File: src/rtl/sparc_ifu_parchk.sv
// Compares recomputed I$ halfword parities with stored parity for each fetch.
// Registers a per-fetch error flag, keeps a sticky first-error log and a saturating error count.
module sparc_ifu_parchk #(
   parameter int IDX_W = 7,
   parameter int CNT_W = 8
) (
   input  logic             rclk,
   input  logic             arst_l,
   input  logic             chk_vld_f,
   input  logic [3:0]       calc_par_f,
   input  logic [3:0]       stored_par_f,
   input  logic [1:0]       chk_tid_f,
   input  logic [1:0]       chk_way_f,
   input  logic [IDX_W-1:0] chk_idx_f,
   input  logic             dis_chk,
   input  logic             err_ack,
   output logic             par_err_s,
   output logic [3:0]       par_err_hw_s,
   output logic             err_req,
   output logic [1:0]       err_log_tid,
   output logic [1:0]       err_log_way,
   output logic [IDX_W-1:0] err_log_idx,
   output logic [3:0]       err_log_hw,
   output logic             err_log_ovf,
   output logic [CNT_W-1:0] err_cnt
);

   typedef enum logic {ST_IDLE = 1'b0, ST_PEND = 1'b1} state_t;

   logic [3:0]       w_mm;
   logic             w_err;
   state_t           r_state;
   logic             r_par_err;
   logic [3:0]       r_par_err_hw;
   logic [1:0]       r_log_tid;
   logic [1:0]       r_log_way;
   logic [IDX_W-1:0] r_log_idx;
   logic [3:0]       r_log_hw;
   logic             r_log_ovf;
   logic [CNT_W-1:0] r_cnt;

   assign w_mm  = (calc_par_f ^ stored_par_f) & {4{chk_vld_f & ~dis_chk}};
   assign w_err = |w_mm;

   always_ff @(posedge rclk or negedge arst_l) begin
      if (!arst_l) begin
         r_par_err    <= 1'b0;
         r_par_err_hw <= 4'b0;
      end else begin
         r_par_err    <= w_err;
         r_par_err_hw <= w_mm;
      end
   end

   // A new error overwrites the log only when nothing is pending or the pending entry is being acked.
   always_ff @(posedge rclk or negedge arst_l) begin
      if (!arst_l) begin
         r_state   <= ST_IDLE;
         r_log_tid <= 2'b0;
         r_log_way <= 2'b0;
         r_log_idx <= '0;
         r_log_hw  <= 4'b0;
         r_log_ovf <= 1'b0;
      end else begin
         case (r_state)
            ST_IDLE: begin
               if (w_err) begin
                  r_state   <= ST_PEND;
                  r_log_tid <= chk_tid_f;
                  r_log_way <= chk_way_f;
                  r_log_idx <= chk_idx_f;
                  r_log_hw  <= w_mm;
                  r_log_ovf <= 1'b0;
               end
            end
            ST_PEND: begin
               if (err_ack && w_err) begin
                  r_log_tid <= chk_tid_f;
                  r_log_way <= chk_way_f;
                  r_log_idx <= chk_idx_f;
                  r_log_hw  <= w_mm;
                  r_log_ovf <= 1'b0;
               end else if (err_ack) begin
                  r_state   <= ST_IDLE;
                  r_log_ovf <= 1'b0;
               end else if (w_err) begin
                  r_log_ovf <= 1'b1;
               end
            end
            default: r_state <= ST_IDLE;
         endcase
      end
   end

   always_ff @(posedge rclk or negedge arst_l) begin
      if (!arst_l) begin
         r_cnt <= '0;
      end else if (w_err && (r_cnt != {CNT_W{1'b1}})) begin
         r_cnt <= r_cnt + 1'b1;
      end
   end

   assign par_err_s    = r_par_err;
   assign par_err_hw_s = r_par_err_hw;
   assign err_req      = (r_state == ST_PEND);
   assign err_log_tid  = r_log_tid;
   assign err_log_way  = r_log_way;
   assign err_log_idx  = r_log_idx;
   assign err_log_hw   = r_log_hw;
   assign err_log_ovf  = r_log_ovf;
   assign err_cnt      = r_cnt;

endmodule

File: config.mk
export PLATFORM = sky130hd
export DESIGN_NAME = sparc_ifu_parchk
export DESIGN_NICKNAME = d
export VERILOG_FILES = /design/src/rtl/sparc_ifu_parchk.sv
export SDC_FILE = /design/constraint.sdc
export NUM_CORES = 1
export LEC_CHECK = 0
export ABC_CLOCK_PERIOD_IN_PS = 2800
export BUFFER_PORTS_ARGS = -buffer_cell sky130_fd_sc_hd__buf_2
export CAP_MARGIN = 20
export CORE_MARGIN = 3
export CORE_UTILIZATION = 50
export DETAILED_ROUTE_END_ITERATION = 12
export MAX_ROUTING_LAYER = met4
export PLACE_DENSITY = 0.82
export SYNTH_ARGS = -nofsm -noshare
export SYNTH_HDL_FRONTEND = slang
export SYNTH_SLANG_ARGS = --single-unit
File: constraint.sdc
create_clock -name rclk -period 2.8 [get_ports rclk]
set_input_delay 0.42 -clock rclk [delete_from_list [all_inputs] [get_ports rclk]]
set_output_delay 0.42 -clock rclk [all_outputs]
set_load 0.03 [all_outputs]
==> metrics <==
status=completed; Hold Path Class=in2async; Max VDD drop=0.608 mV; fraction of layout cells with a size suffix above 1=about half; first-pass GRT wire length=between 4000 and 5000 um; RSZ-0062 raised after global routing=false; dominant cell type by area after synthesis=dfrtp_1; register area=between 700 and 800 um2; Achievable Freq=around 540 MHz; Clk Latency, worst-skew pair=0.33 ns; Routed WL=approximately 2700 um; fin util=67.8%; CTS Hold Buffers Added=0; commonest non-fill, non-tap cells in the layout=buf_2 (53), dfrtp_1 (30), mux2_4 (11), xor2_1 (7), nor2_1 (6); routed len/inst=roughly 15 um; Setup violations, final=0; Power Density=between 800 and 900 mW/mm2; Worst R2R Setup Slack=0.96 ns; antenna violations before repair=0; # fillers=188; Post-DRT Antenna Nets=0; root buf cell=clkbuf_4; clock sink count=30; Post-CTS Setup Bufs=0; CP arrival=roughly 2.1 ns; cell chain of the critical path=a21oi_4 -> nor2b_2 -> mux2_1; Area Growth Syn to Fin=25.9%; Crit. End Element=register; Hold Violations, Final=0; io pins=54; routed via count=981; synthesis-stage register bit count=30; DRT Pass-1 Iters=4; ANT cells=0; remaining routing DRC violations=0; headroom to the max-slew limit=51.2%; crit path max fanout=11; Core Area=roughly 0.0025 mm2; commonest non-fill, non-tap cell in the layout=buf_2; worst-margin pin slew=roughly 0.73 ns; Placer Congestion=approximately 0.76; Synth Net Count=between 100 and 150; syn avg cell area=14.0 um2; Crit Path Class=reg2reg; Clock Skew=about 0.0043 ns; H-Tree Depth=2; Die Ht=about 58 um; initial DRC count=34; Mapped Area=between 0.001 and 0.0015 mm2; number of global-route vias before repair=between 900 and 1k; DIE WIDTH=between 50 and 60 um; CTS tree=done; Slew Limit Fails=0; Setup TNS Final=0 ns; Max-Cap Viols=0; Nets=approximately 180; CP Launch Type=register; max incr delay on CP=around 0.66 ns; Crit-path slowest cell=nor2b_2; GRT Util Overall=18.9%; sequential area share after synthesis=55.2%; share of the synthesized area in the top cell type=55.2%; initial core utilization=between 50% and 60%; Synth async-reset ratio=100%; clock transition at the registers of the reported paths=~0.09 ns; Final min period=approximately 1.8 ns; leak pwr=0.891 nW; row count=18; Mapped Cells=97; YS warnings=0; total grt overflow=0; Distinct cells, synth=29; Synth Flop Type=dfrtp_1; Synth area leaders=dfrtp_1 (55%), mux2_4 (12%), xor2_1 (4.5%), xnor2_1 (3.2%), a22o_1 (2.6%); CTS Buf Count=5; number of synthesized flops with an enable pin=0; post-CTS sizing=0; vias per cell=5.25; largest net degree at the start of global routing=31; CTS max path bufs=2; part of the cycle the worst path needs=about two thirds; multi-input logic area=583 um2; CP Data Required Time=3.02 ns; port buffer count=53; DP HPWL=approximately 2000 um; die area=roughly 0.0034 mm2
layer usage:
layer | share of wire, % | GRT usage, %
met3 | 10 | 7.80
met1 | 42 | 22.9
met4 | 1.6 | 7.62
met2 | 46 | 27.9
met5 | 0 | -
final cells by class:
cell class,instances,area share (%)
Multi-Input combinational cell,63,34.1
Inverter,3,0.805
Sequential cell,30,43.9
Timing Repair Buffer,53,15.5
Clock buffer,7,3.22
Clock inverter,1,0.293
Tap cell,30,2.19
path summary, 6_finish.rpt:
path                                                 start                          to  cells past startpoint
worst max-delay path                     err_req$_DFF_PN0_  err_log_way[1]$_DFFE_PN0P_                      3
worst min-delay path                                arst_l   err_log_hw[1]$_DFFE_PN0P_                      1
worst max register to register           err_req$_DFF_PN0_  err_log_way[1]$_DFFE_PN0P_                      3
worst min register to register  err_log_way[1]$_DFFE_PN0P_  err_log_way[1]$_DFFE_PN0P_                      1
max in group asynchronous                           arst_l  err_log_idx[6]$_DFFE_PN0P_                      1
min in group rclk                                  err_ack     err_log_ovf$_DFFE_PN0P_                      2
report_power, final:
| part | switching (W) | leakage (nW) | internal (W) |
|---|---|---|---|
| Combinational | 0.000334 | 0.485 | 0.000190 |
| Sequential | 0.0000907 | 0.371 | 0.000529 |
| Clock | 0.000147 | 0.0353 | 0.000121 |
sequential cells by signal, summed over array words and instances (netlist names):
signal / cells
err_cnt: 8
err_log_hw: 4
err_log_idx: 7
err_log_ovf: 1
err_log_tid: 2
err_log_way: 2
err_req: 1
par_err_hw_s: 4
par_err_s: 1
cell usage after synthesis, types with 2 or more instances:
cell type,count
nand2_1,2
xor2_1,7
inv_1,2
xnor2_1,5
mux2_4,11
a22o_1,4
and3_1,2
dfrtp_1,30
nand2b_1,3
a21oi_1,4
nand4_1,2
nor2_1,6
mux2_1,2
nand3_1,2
critical path, delay by kind of cell, from the launching register on:
kind            cells  cell delay [ns]
flops               1             0.45
simple gates        1             0.66
mux                 1             0.38
compound gates      1             0.25
cell families (layout without fill, tap and decap cells):
logic type	Yosys count	in the layout	share of synthesized area, %
AOI/OAI and AO/OA	13	13	8.66
xor gates and xnor gates	12	12	7.73
adders and majority gates	1	1	0.921
buffers and inverters	4	64	1.84
DFF	30	30	55.2
muxes	14	14	14.5
and+or+nand+nor	23	23	11.0
per-stage QoR:
stage | area [um2] | setup WS [ns] | std cells | hold WS [ns] | power [W]
after floorplan | 1360 | 1.16 | 97 | 0.124 | 0.000988
after global placement | 1650 | 0.707 | 179 | 0.466 | 0.00114
after detailed placement | 1650 | 0.629 | 179 | 0.475 | 0.00115
after CTS | 1710 | 0.952 | 187 | 0.109 | 0.00143
after global routing | 1710 | 0.838 | 187 | 0.125 | 0.00150
final | 1710 | 0.957 | 187 | 0.102 | 0.00141
(Power assumes the default switching activity.)
